--- config.mk ---
export PLATFORM = sky130hd
export DESIGN_NAME = sp_ram_arbiter_flat
export DESIGN_NICKNAME = d
export VERILOG_FILES = /design/src/rtl/sp_ram_arbiter_if.sv /design/src/rtl/sp_ram_arbiter.sv /design/src/flat_wrapper.sv
export SDC_FILE = /design/constraint.sdc
export NUM_CORES = 1
export LEC_CHECK = 0
export CORE_ASPECT_RATIO = 2
export CORE_MARGIN = 5
export CORE_UTILIZATION = 19
export DETAILED_ROUTE_END_ITERATION = 7
export GPL_TIMING_DRIVEN = 1
export PLACE_DENSITY = 0.88
export SLEW_MARGIN = 5
export SYNTH_ARGS = -nofsm -noshare
export SYNTH_HDL_FRONTEND = slang
export SYNTH_SLANG_ARGS = --single-unit
export TNS_END_PERCENT = 20
--- constraint.sdc ---
create_clock -name clk -period 1.7 [get_ports clk]
set_clock_uncertainty 0.1 [all_clocks]
set_input_delay 0.425 -clock clk [delete_from_list [all_inputs] [get_ports clk]]
set_output_delay 0.425 -clock clk [all_outputs]
set_load 0.05 [all_outputs]
--- src/rtl/sp_ram_arbiter_if.sv ---
`default_nettype none
// ============================================================================
// Module      : sp_ram_arbiter_if
// Description : One request/grant port into the single-port RAM arbiter.
//               The master side drives the request and its payload. The slave
//               side (the arbiter) returns the grant, the response strobe and
//               the read data.
//   req    master->slave  request, held stable until gnt
//   addr   master->slave  byte address (ADDR_WIDTH+2 bits)
//   we     master->slave  1 = write
//   be     master->slave  byte enables
//   wdata  master->slave  write data
//   gnt    slave->master  grant, combinational in the request cycle
//   rvalid slave->master  response strobe, one cycle after gnt
//   rdata  slave->master  read data, meaningful only while rvalid = 1
// Revision    : 1.0 - initial release
// ============================================================================
interface sp_ram_arbiter_if #(
  parameter int ADDR_WIDTH = 8
) ();
  logic                  req;
  logic                  gnt;
  logic [ADDR_WIDTH+1:0] addr;
  logic                  we;
  logic [3:0]            be;
  logic [31:0]           wdata;
  logic                  rvalid;
  logic [31:0]           rdata;

  modport master (output req, addr, we, be, wdata, input gnt, rvalid, rdata);
  modport slave  (input req, addr, we, be, wdata, output gnt, rvalid, rdata);
endinterface
`default_nettype wire

--- src/rtl/sp_ram_arbiter.sv ---
`default_nettype none
// ============================================================================
// Module      : sp_ram_arbiter
// Description : Two-master round-robin front end for a single-port word SRAM.
//               Port 0 is the instruction-fetch port and port 1 is the data
//               port. The module turns byte addresses into word addresses,
//               drives the RAM controls, and sends the 1-cycle-latency read
//               data back to the granted port with an rvalid strobe.
//   clk         clock, rising edge
//   rst_n       asynchronous active-low reset
//   p0, p1      request/grant ports (slave modport)
//   ram_en_o    RAM access enable
//   ram_addr_o  RAM word address
//   ram_we_o    RAM write enable
//   ram_be_o    RAM byte enables
//   ram_wdata_o RAM write data
//   ram_rdata_i RAM read data, registered in the RAM
// Revision    : 1.0 - initial release
// ============================================================================
module sp_ram_arbiter #(
  parameter int ADDR_WIDTH = 8
) (
  input  logic                  clk,
  input  logic                  rst_n,
  sp_ram_arbiter_if.slave       p0,
  sp_ram_arbiter_if.slave       p1,
  output logic                  ram_en_o,
  output logic [ADDR_WIDTH-1:0] ram_addr_o,
  output logic                  ram_we_o,
  output logic [3:0]            ram_be_o,
  output logic [31:0]           ram_wdata_o,
  input  logic [31:0]           ram_rdata_i
);

  // rr_q is the port that wins the next conflict.
  logic       rr_q, rr_d;
  logic [1:0] rvalid_q;
  logic       gnt0, gnt1;

  // Bits [1:0] of the byte address are dropped on purpose. The byte lane is
  // selected only by be.
  logic unused_addr_bits;
  assign unused_addr_bits = ^{p0.addr[1:0], p1.addr[1:0]};

  // Grants are gated with rst_n so the RAM sees no access while reset is held.
  always_comb begin
    gnt0 = rst_n & p0.req & (~p1.req | ~rr_q);
    gnt1 = rst_n & p1.req & (~p0.req |  rr_q);
  end

  // The port that was not granted gets priority next. With no grant, rr holds.
  always_comb begin
    rr_d = rr_q;
    if (gnt0) begin
      rr_d = 1'b1;
    end else if (gnt1) begin
      rr_d = 1'b0;
    end
  end

  always_ff @(posedge clk or negedge rst_n) begin
    if (!rst_n) begin
      rr_q     <= 1'b0;
      rvalid_q <= 2'b00;
    end else begin
      rr_q     <= rr_d;
      rvalid_q <= {gnt1, gnt0};
    end
  end

  assign p0.gnt = gnt0;
  assign p1.gnt = gnt1;

  // With no grant, the address and data muxes fall through to port 0. we and
  // be are forced to 0 so an idle cycle can never write.
  always_comb begin
    ram_en_o    = gnt0 | gnt1;
    ram_addr_o  = gnt1 ? p1.addr[ADDR_WIDTH+1:2] : p0.addr[ADDR_WIDTH+1:2];
    ram_wdata_o = gnt1 ? p1.wdata : p0.wdata;
    ram_we_o    = 1'b0;
    ram_be_o    = 4'b0000;
    if (gnt0) begin
      ram_we_o = p0.we;
      ram_be_o = p0.be;
    end else if (gnt1) begin
      ram_we_o = p1.we;
      ram_be_o = p1.be;
    end
  end

  // The RAM output already lines up with rvalid, so it goes to both ports
  // without another register. Each port qualifies it with its own rvalid.
  assign p0.rvalid = rvalid_q[0];
  assign p1.rvalid = rvalid_q[1];
  assign p0.rdata  = ram_rdata_i;
  assign p1.rdata  = ram_rdata_i;

endmodule
`default_nettype wire

--- src/flat_wrapper.sv ---
// flat-port wrapper written by rule: the top's interface ports become plain ports
module sp_ram_arbiter_flat 
#(
  parameter int ADDR_WIDTH = 8
)
  (clk, rst_n, ram_en_o, ram_addr_o, ram_we_o, ram_be_o, ram_wdata_o, ram_rdata_i, p0_req, p0_addr, p0_we, p0_be, p0_wdata, p0_gnt, p0_rvalid, p0_rdata, p1_req, p1_addr, p1_we, p1_be, p1_wdata, p1_gnt, p1_rvalid, p1_rdata);
  sp_ram_arbiter_if #(.ADDR_WIDTH(ADDR_WIDTH)) p0_i ();
  sp_ram_arbiter_if #(.ADDR_WIDTH(ADDR_WIDTH)) p1_i ();
  input  logic clk;
  input  logic rst_n;
  output logic ram_en_o;
  output logic [ADDR_WIDTH-1:0] ram_addr_o;
  output logic ram_we_o;
  output logic [3:0] ram_be_o;
  output logic [31:0] ram_wdata_o;
  input  logic [31:0] ram_rdata_i;
  input wire logic [$bits(p0_i.req)-1:0] p0_req;
  input wire logic [$bits(p0_i.addr)-1:0] p0_addr;
  input wire logic [$bits(p0_i.we)-1:0] p0_we;
  input wire logic [$bits(p0_i.be)-1:0] p0_be;
  input wire logic [$bits(p0_i.wdata)-1:0] p0_wdata;
  output wire logic [$bits(p0_i.gnt)-1:0] p0_gnt;
  output wire logic [$bits(p0_i.rvalid)-1:0] p0_rvalid;
  output wire logic [$bits(p0_i.rdata)-1:0] p0_rdata;
  input wire logic [$bits(p1_i.req)-1:0] p1_req;
  input wire logic [$bits(p1_i.addr)-1:0] p1_addr;
  input wire logic [$bits(p1_i.we)-1:0] p1_we;
  input wire logic [$bits(p1_i.be)-1:0] p1_be;
  input wire logic [$bits(p1_i.wdata)-1:0] p1_wdata;
  output wire logic [$bits(p1_i.gnt)-1:0] p1_gnt;
  output wire logic [$bits(p1_i.rvalid)-1:0] p1_rvalid;
  output wire logic [$bits(p1_i.rdata)-1:0] p1_rdata;
  assign p0_i.req = p0_req;
  assign p0_i.addr = p0_addr;
  assign p0_i.we = p0_we;
  assign p0_i.be = p0_be;
  assign p0_i.wdata = p0_wdata;
  assign p0_gnt = p0_i.gnt;
  assign p0_rvalid = p0_i.rvalid;
  assign p0_rdata = p0_i.rdata;
  assign p1_i.req = p1_req;
  assign p1_i.addr = p1_addr;
  assign p1_i.we = p1_we;
  assign p1_i.be = p1_be;
  assign p1_i.wdata = p1_wdata;
  assign p1_gnt = p1_i.gnt;
  assign p1_rvalid = p1_i.rvalid;
  assign p1_rdata = p1_i.rdata;
  sp_ram_arbiter #(.ADDR_WIDTH(ADDR_WIDTH)) u_core (.clk(clk), .rst_n(rst_n), .p0(p0_i), .p1(p1_i), .ram_en_o(ram_en_o), .ram_addr_o(ram_addr_o), .ram_we_o(ram_we_o), .ram_be_o(ram_be_o), .ram_wdata_o(ram_wdata_o), .ram_rdata_i(ram_rdata_i));
endmodule
==> impl_metrics.yaml <==
floorplan:
  ios: 244
  die_area_um2: 9180
  floorplan.rows: 44
  die_width_um: 70.3
  start_util: 0.193
  core-area_um2: 7160
  die_y_um: 131
clocking:
  cts_tree: "yes"
  h-tree-depth: 1
  numCtsBuffers: 3
  clk_latency_ns: 0.22
  clkTransAtPathRegs_ns: 0.03
  root_buffer: "clkbuf_16"
  clock_sinks: 3
  clockBufferDepth: 2
cells_and_area:
  fillers: 644
  n_antenna_cell: 0
  layout.cells.most_common: "clkdlybuf4s50_1"
  area_delta_synth_final_pct: 136
  post-route-util: 0.456
  drive_gt1_frac: 0.530
  nets: 361
  most-common-layout-cells: "90 x clkdlybuf4s50_1, 54 x buf_12, 39 x mux2_4, 12 x nand2_1, 5 x o22ai_4"
  ff_latch_area_um2: 75.1
  multi_input_area_um2: 828
synth:
  syn_inst: 136
  synth_fp_nets: 266
  yosysUniqueCellTypes: 15
  avgSynthCellArea_um2: 10.2
  yosys_warnings: 0
  synth_top_area_frac: 0.424
  ys_top_cells_by_area: "mux2_4 42%, buf_4 35%, buf_12 5.8%"
  netlist_area_um2: 1380
  synth-seq-area-share: 0.0543
  synth_seq_cells: 3
  yosys.area.top_type: "mux2_4"
placement:
  hpwl_um: 5240
  io_buffers: 143
  gp_congestion: 0.863
timing:
  hold_viol_final: 0
  rsz0062_at_grt: "true"
  period_share: 1.27
  setup_tns_ns: -18.00
  hold_ws_ns: 0.0701
  finalMaxSlewViolations: 0
  clock.fmax_mhz: 463
  setup_ws_ns: -0.460
  period_needed_ns: 2.16
  finalSetupViolations: 47
  tightest_slew_ns: 0.171
  maxSlewHeadroom: 0.886
critical_path:
  cp.depth: 6
  cp.required_ns: 1.17
  crit_buf_inv: 3
  crit_fanout: 7
  cp-start-kind: "flip-flop"
  cp.arrival_ns: 1.63
  cp_top_family: "buffers and inverters"
  crit_path_end_kind: "primary output"
  path_cells: "nor2b_4 -> nor2_8 -> buf_12 -> buf_12 -> mux2_4 -> buf_12"
  critPathSlowestCell: "dfrtp_1"
  reg2reg_slack_ns: 0.56
  path_common_cell: "buf_12"
  setup.worst_path.class: "flip-flop to primary output"
  rr_worst_depth: 4
  critPathMaxStageDelay_ns: 0.40
routing:
  avgViaCountPerCell: 4.06
  drt-initial-drc-count: 35
  routed-via-count: 1306
  drt_wl_total_um: 6010
  first_pass_iters: 4
  ant_nets: 0
  wl_per_cell_um: 18.7
  drc_errors: 0
outcome:
  violations: "setup timing"
  status: "complete, but fails checks"
grt:
  grt_pass1_vias: 1447
  grt_usage: 0.123
  grt_pass1_wl_um: 8460
  grt_start_max_net_pins: 17
  antenna_found_initial: 0
  overflow: 0
power:
  ir_drop_v: 0.000456
  pwr_density_cell_nw_per_um2: 571
  power_w: 0.00186
  leakage_nw: 1.39
run:
  cap_violations: 0
min_path:
  hold_path.class: "input pin to async pin"
==> synth_stat cells <==
| cell | count |
|---|---|
| buf_4 | 64 |
| mux2_4 | 39 |
| nand2_1 | 12 |
| o22ai_1 | 5 |
| buf_12 | 4 |
| dfrtp_1 | 3 |
| a22o_1 | 1 |
| and3_1 | 1 |
| clkbuf_1 | 1 |
| mux2_2 | 1 |
| nand2_2 | 1 |
| nand2b_1 | 1 |
| nor2_8 | 1 |
| nor2b_4 | 1 |
| o21a_1 | 1 |
==> layout make-up <==
cell class / instances / share of cell area
repair buffers: 159 / 0.664
multi-input cells: 64 / 0.254
well taps: 92 / 0.0353
clock buffers: 4 / 0.0241
flip-flops and latches: 3 / 0.0230
==> cells by family after synthesis <==
group	Yosys count	synth area share
flops	3	0.0543
mux	40	0.432
compound gates	7	0.0344
buf+inv	69	0.409
simple gates	17	0.0707
==> metrics by stage <==
step | setup WS [ns] | instance area [um^2] | std cells
final | -0.460 | 3260 | 322
after CTS | -0.474 | 3240 | 321
after floorplan | -0.137 | 1450 | 136
after global routing | -0.507 | 3260 | 322
after detailed placement | -0.791 | 3030 | 311
after global placement | -0.784 | 3030 | 311
==> flip-flops by register name, indices dropped and copies added (netlist names) <==
name / count
u_core.rr_q: 1
u_core.rvalid_q: 2
==> where the power goes <==
part | total (W) | internal, W | switching [W]
registers | 0.0000879 | 0.0000799 | 0.00000806
logic | 0.00140 | 0.000786 | 0.000616
clock network | 0.000374 | 0.000310 | 0.0000647
==> worst reg2reg max path, cell delays in order (launching register included) <==
cell and delay, ns:
dfrtp_1 0.40, nor2b_4 0.19, nor2_8 0.06, buf_12 0.14
buf_8 0.13
==> per-layer routing <==
metal | part of all wire | track usage | vias to the layer above
met3 | 0.16 | 0.0674 | 28
met2 | 0.49 | 0.220 | 146
met1 | 0.31 | 0.111 | 548
met4 | 0.043 | 0.0632 | 0
li1 | - | - | 584
met5 | 0 | 0 | -
==> final timing paths <==
kind / startpoint / to
worst max register to register: u_core.rr_q / u_core.rvalid_q[1]
min in group clk: rst_n / u_core.rr_q
worst min register to register: u_core.rr_q / u_core.rr_q
worst max-delay path: u_core.rr_q / ram_wdata_o[28]
worst min-delay path: rst_n / u_core.rr_q
max in group asynchronous: rst_n / u_core.rvalid_q[1]
==> what timing repair did <==
action | in CTS | in global routing
hold buffers | 0 | 0
setup buffers | 4 | 0
cloned | 2 | 1
pin swaps | 3 | 1
resized for setup | 23 | 4
setup endpoints to repair | 48 | 48
Note: power is estimated with default switching activity, not from simulation.
